--- config.mk ---
export PLATFORM = sky130hd
export DESIGN_NAME = sobolrng_arb
export DESIGN_NICKNAME = d
export VERILOG_FILES = /design/src/rtl/sobolrng_arb.sv
export SDC_FILE = /design/constraint.sdc
export NUM_CORES = 1
export LEC_CHECK = 0
export BUFFER_PORTS_ARGS = -buffer_cell sky130_fd_sc_hd__clkbuf_2
export CORE_AREA = 2 2 66 68
export DETAILED_ROUTE_END_ITERATION = 12
export DIE_AREA = 0 0 68 70
export PLACE_DENSITY = 0.57
export REMOVE_ABC_BUFFERS = 1
export SETUP_SLACK_MARGIN = 0.15
export SYNTH_ARGS = -nofsm -noshare
export SYNTH_HDL_FRONTEND = slang
export SYNTH_SLANG_ARGS = --single-unit
--- constraint.sdc ---
create_clock -name iClk -period 2.49 [get_ports iClk]
set_input_delay 0.498 -clock iClk [delete_from_list [all_inputs] [get_ports iClk]]
set_output_delay 0.498 -clock iClk [all_outputs]
set_load 0.05 [all_outputs]
--- src/rtl/sobolrng_arb.sv ---
// sobolrng_arb: round-robin arbiter and run sequencer that owns the shared
// Sobol index counter. A granted requester gets one full period of
// 2^BITWIDTH enabled beats (stallable via iHold), followed by a one-cycle
// done pulse. A dropped request aborts the run without a done pulse.
module sobolrng_arb #(
  parameter int BITWIDTH = 8,
  parameter int NREQ     = 4
) (
  input  logic                iClk,
  input  logic                iRstN,
  input  logic [NREQ-1:0]     iReq,
  input  logic                iHold,
  output logic [NREQ-1:0]     oGnt,
  output logic                oCntEn,
  output logic [BITWIDTH-1:0] oIdx,
  output logic                oLast,
  output logic [NREQ-1:0]     oDone
);

  localparam int PW = (NREQ > 1) ? $clog2(NREQ) : 1;
  localparam logic [BITWIDTH-1:0] IDX_MAX  = {BITWIDTH{1'b1}};
  localparam logic [PW-1:0]       PTR_INIT = PW'(NREQ - 1);

  typedef enum logic [1:0] {
    IDLE = 2'd0,
    RUN  = 2'd1,
    DONE = 2'd2
  } state_t;

  // One-hot decode of a requester index.
  function automatic logic [NREQ-1:0] onehot(input logic [PW-1:0] sel);
    logic [NREQ-1:0] v;
    v      = {NREQ{1'b0}};
    v[sel] = 1'b1;
    return v;
  endfunction

  state_t              state_r, state_s;
  logic [PW-1:0]       ptr_r, ptr_s;
  logic [NREQ-1:0]     gnt_r, gnt_s;
  logic [BITWIDTH-1:0] idx_r, idx_s;
  logic [NREQ-1:0]     done_r, done_s;

  logic [PW-1:0]       win_s;
  logic [PW-1:0]       cand_s;
  logic                found_s;
  logic                req_g_s;
  logic                cnt_en_s;
  logic                last_s;

  // ptr always holds the granted index while a run is active.
  assign req_g_s  = iReq[ptr_r];
  assign cnt_en_s = (state_r == RUN) & ~iHold & req_g_s;
  assign last_s   = cnt_en_s & (idx_r == IDX_MAX);

  // Round-robin search starting just after the last winner, wrapping around.
  always_comb begin
    found_s = 1'b0;
    win_s   = {PW{1'b0}};
    cand_s  = {PW{1'b0}};
    for (int i = 1; i <= NREQ; i++) begin
      cand_s = PW'((int'(ptr_r) + i) % NREQ);
      if (!found_s && iReq[cand_s]) begin
        found_s = 1'b1;
        win_s   = cand_s;
      end else begin
        found_s = found_s;
      end
    end
  end

  // Sequencer next-state: arbitration, beat counting, completion and abort.
  always_comb begin
    state_s = state_r;
    ptr_s   = ptr_r;
    gnt_s   = gnt_r;
    idx_s   = idx_r;
    done_s  = {NREQ{1'b0}};
    case (state_r)
      IDLE: begin
        if (found_s) begin
          gnt_s   = onehot(win_s);
          ptr_s   = win_s;
          idx_s   = {BITWIDTH{1'b0}};
          state_s = RUN;
        end else begin
          state_s = IDLE;
        end
      end
      RUN: begin
        if (!req_g_s) begin
          // Abort: requester withdrew, no completion pulse.
          gnt_s   = {NREQ{1'b0}};
          idx_s   = {BITWIDTH{1'b0}};
          state_s = IDLE;
        end else if (last_s) begin
          gnt_s   = {NREQ{1'b0}};
          idx_s   = {BITWIDTH{1'b0}};
          done_s  = onehot(ptr_r);
          state_s = DONE;
        end else if (cnt_en_s) begin
          idx_s = idx_r + {{(BITWIDTH-1){1'b0}}, 1'b1};
        end else begin
          idx_s = idx_r;
        end
      end
      DONE: begin
        gnt_s   = {NREQ{1'b0}};
        state_s = IDLE;
      end
      default: begin
        gnt_s   = {NREQ{1'b0}};
        idx_s   = {BITWIDTH{1'b0}};
        state_s = IDLE;
      end
    endcase
  end

  // State, pointer and registered outputs.
  always_ff @(posedge iClk or negedge iRstN) begin
    if (!iRstN) begin
      state_r <= IDLE;
      ptr_r   <= PTR_INIT;
      gnt_r   <= {NREQ{1'b0}};
      idx_r   <= {BITWIDTH{1'b0}};
      done_r  <= {NREQ{1'b0}};
    end else begin
      state_r <= state_s;
      ptr_r   <= ptr_s;
      gnt_r   <= gnt_s;
      idx_r   <= idx_s;
      done_r  <= done_s;
    end
  end

  assign oGnt   = gnt_r;
  assign oIdx   = idx_r;
  assign oDone  = done_r;
  assign oCntEn = cnt_en_s;
  assign oLast  = last_s;

endmodule

==> summary.md <==
| Metric | Value |
|---|---|
| Routed WL per cell | 14.5 um |
| Clock buffer count from CTS | 3 |
| Number of antenna violations at the first check in global routing | 0 |
| GRT overflow | 0 |
| Number of flops mapped to enable cells by yosys | 0 |
| GP Congestion | 0.836 |
| Core Box Area | 4140 um^2 |
| Achievable clock frequency | 0.423 GHz |
| Effective utilization at floorplan | 0.326 |
| Proportion of layout cells with a drive suffix above 1 | 0.316 |
| Power per Cell Area | 1060 nW/um^2 |
| Signal arrival time at the worst endpoint | 1870 ps |
| Tightest Pin Transition | 500 ps |
| Share of async-settable or async-resettable flops after synthesis | 1.00 |
| Status | completed |
| Largest net degree at the start of global routing | 21 |
| Fill cell total of the finished layout | 443 |
| Worst ir drop on vdd | 0.365 mV |
| Unrepaired setup endpoints after global routing | true |
| Post-route clock skew | 3.26 ps |
| Cell count after placement | 221 |
| Worst reg-to-reg setup slack | 270 ps |
| Starting DRT DRC Count | 45 |
| Area used by multi-input combinational logic | 797 um^2 |
| Final setup fails | 0 |
| Worst EP required | 1990 ps |
| H-tree levels | 1 |
| Post-route minimum period | 2360 ps |
| CTS tree | yes |
| Post-Synthesis Cells | 142 |
| Fin crit share | 0.949 |
| Worst-path maximum fanout | 2 |
| Maximum capacitance violations | 0 |
| Vertical die dimension | 70 um |
| Placed cell area | 1560 um^2 |
| Combinational fraction of design power | 0.614 |
| Residual DRC count | 0 |
| Reg2Reg Launch Point | ptr_r[0] |
| Via Count | 1,217 |
| Core Rows | 24 |
| Final Hold Vio Count | 0 |
| Detail Placement HPWL | 2470 um |
| Critical Path Source Type | register |
| Die extent in x | 68 um |
| Number of antenna cells inserted | 0 |
| Global-route wire length before repair | 5560 um |
| Number of standard cells in the layout, taps in and fillers out | 229 |
| Leakage | 0.788 nW |
| Number of buffers between clock root and the deepest sink | 2 |
| Power Internal | 0.997 mW |
| Setup TNS | 0 ps |
| Max transition margin | 0.663 |
| Number of distinct library cells after synthesis | 48 |
| First-pass detailed-route iteration total | 4 |
| Ys flop type | sky130_fd_sc_hd__dfrtp_1 |
| Area of the die | 4760 um^2 |
| Number of global-route vias before repair | 1,174 |
| Flop and latch count out of synthesis | 20 |
| Switching pwr | 0.804 mW |
| Depth of the worst register-to-register path | 8 |
| Sequential share of power | 0.270 |
| Design Area, Final | 1690 um^2 |
| Remaining number of nets flagged by the antenna check after routing | 0 |
| Clock power share | 0.116 |
| Clock Sinks | 20 |
| Total track usage | 0.149 |
| Count of input and output buffers | 24 |
| Storage element area | 504 um^2 |
| Class of the worst hold path | in -> async |
| Crit. End Element | output pin |
| Root cell of the clock tree | sky130_fd_sc_hd__clkbuf_8 |
| Via density per instance | 5.31 |
| Ys Warns | 0 |
| Critical Setup Path Class | reg -> out |
| Sw Share | 0.447 |
| Avg Synthesized Cell Area | 9.51 um^2 |
| Worst R2R End | ptr_r[0] |
| Number of nets in the final layout | 191 |
| Number of max-slew violations in the final report | 0 |
| Share of synthesized area occupied by flip-flops and latches | 0.373 |
| Clock-pin transition on the worst setup and hold timing paths | 70 ps |
| Clk_lat worst skew | 250 ps |
| Boundary Pins | 25 |
| Routed Wire Length | 3310 um |
| Netlist Area Pre-Place | 1350 um^2 |
| Area growth, synth to finish | 25.5% |
| CTS hold repair buffers | 0 |
==> cells in the mapped netlist (all sizes together), types with 2 or more instances <==
master   instances  area, um^2
o2bb2ai          2        17.5
o21ai           12        60.1
o22ai            2        12.5
nand3            5        25.0
dfstp            2        52.6
mux2i            5        50.1
or3              3        23.8
o31ai            3        22.5
nor4b            2        17.5
nor4             3        25.0
nand3b           4        42.5
and2             5        31.3
nor2b            2        12.5
a21oi            3        15.0
nor2             6        22.5
clkbuf           2        17.5
or3b             2        17.5
o22a             2        17.5
inv              5        18.8
buf              6        36.3
a22o             3        26.3
nor3             6        30.0
mux4             2        48.8
and2b            2        15.0
nand2b           2        12.5
nand2           14        52.6
ha               5        62.6
dfrtp           18         450
==> power groups by stage <==
| stage | clock network (mW) | registers [mW] | logic [mW] |
|---|---|---|---|
| 6_report | 0.209 | 0.486 | 1.11 |
| 5_1_grt | 0.230 | 0.496 | 1.22 |
| 4_1_cts | 0.217 | 0.488 | 1.04 |
| 3_5_place_dp | 0 | 0.502 | 0.990 |
| 3_3_place_gp | 0 | 0.495 | 0.970 |
| 2_1_floorplan | 0 | 0.651 | 0.520 |
==> placed cells by master (no fill, tap or decap), drive strengths merged, types with 2 or more instances in the layout <==
master,synthesis,routed
and2,5,5
nor4b,2,2
nor2,6,6
and2b,2,2
a22o,3,3
nand2b,2,2
mux4,2,2
inv,5,5
o31ai,3,3
or3b,2,2
nor3,6,6
or3,3,3
o21ai,12,12
a21oi,3,3
o22ai,2,2
dfrtp,18,18
nor4,3,3
buf,6,18
mux2i,5,5
ha,5,5
nand2,14,14
clkbuf,2,25
nand3b,4,4
nand3,5,5
nor2b,2,2
o22a,2,2
o2bb2ai,2,2
dfstp,2,2
==> worst max-delay path by stage <==
| stage | slack, ps | cells after the start | start | end |
|---|---|---|---|---|
| finish | 130 | 4 | ptr_r[0] | oLast |
| global route | 70 | 5 | oIdx[1] | oLast |
| CTS | 100 | 4 | ptr_r[0] | oLast |
| detailed placement | 210 | 5 | iReq[1] | oLast |
| global placement | 220 | 5 | iReq[1] | oLast |
| floorplan | -30 | 4 | oIdx[0] | oLast |
==> layer usage <==
| metal | GRT usage | vias to the layer above | wire length (um) |
|---|---|---|---|
| met1 | 0.190 | 601 | 1460 |
| li1 | - | 594 | - |
| met2 | 0.255 | 20 | 1730 |
| met3 | 0.0209 | 2 | 100 |
| met4 | 0.0467 | 0 | 24 |
| met5 | 0 | - | 0 |
==> logic make-up after synthesis <==
logic type | after synthesis | share of synthesized area
and+or+nand+nor | 61 | 0.272
AOI/OAI and AO/OA | 35 | 0.176
DFF | 20 | 0.373
buffers and inverters | 13 | 0.0537
muxes | 7 | 0.0732
adders and majority gates | 5 | 0.0463
xor gates and xnor gates | 1 | 0.00649
==> per-stage QoR <==
stage | util | setup slack, ps | power [mW] | hold WS, ps
3_5_place_dp | 0.377 | 213 | 1.49 | 496
2_1_floorplan | - | -26.4 | 1.17 | 202
5_1_grt | 0.409 | 70.2 | 1.95 | 245
6_report | 0.409 | 126 | 1.80 | 195
4_1_cts | 0.396 | 101 | 1.75 | 217
3_3_place_gp | 0.377 | 219 | 1.47 | 482
==> registers in the layout, summed over array words and instances (netlist names) <==
signal	flops
ptr_r	2
oIdx	8
oGnt	4
oDone	4
state_r	2
==> what timing repair did <==
action / 4_1_cts / 5_1_grt
pin swaps: 0 / 2
setup endpoints to repair: 2 / 7
setup buffers: 2 / 3
gates resized for setup: 6 / 7
==> critical path: stages (launching register included) <==
cell and delay [ps]:
sky130_fd_sc_hd__dfstp_2 550, sky130_fd_sc_hd__mux4_2 550, sky130_fd_sc_hd__nand3b_4 110, sky130_fd_sc_hd__and2b_2 250, sky130_fd_sc_hd__buf_8 150
==> cell type report <==
class,count,area share
multi-input combinational,109,0.470
timing repair buffer,40,0.158
clock buffer,3,0.0244
tap,52,0.0384
inverter,5,0.0111
sequential,20,0.298
Power figures use the tool's default switching activity.
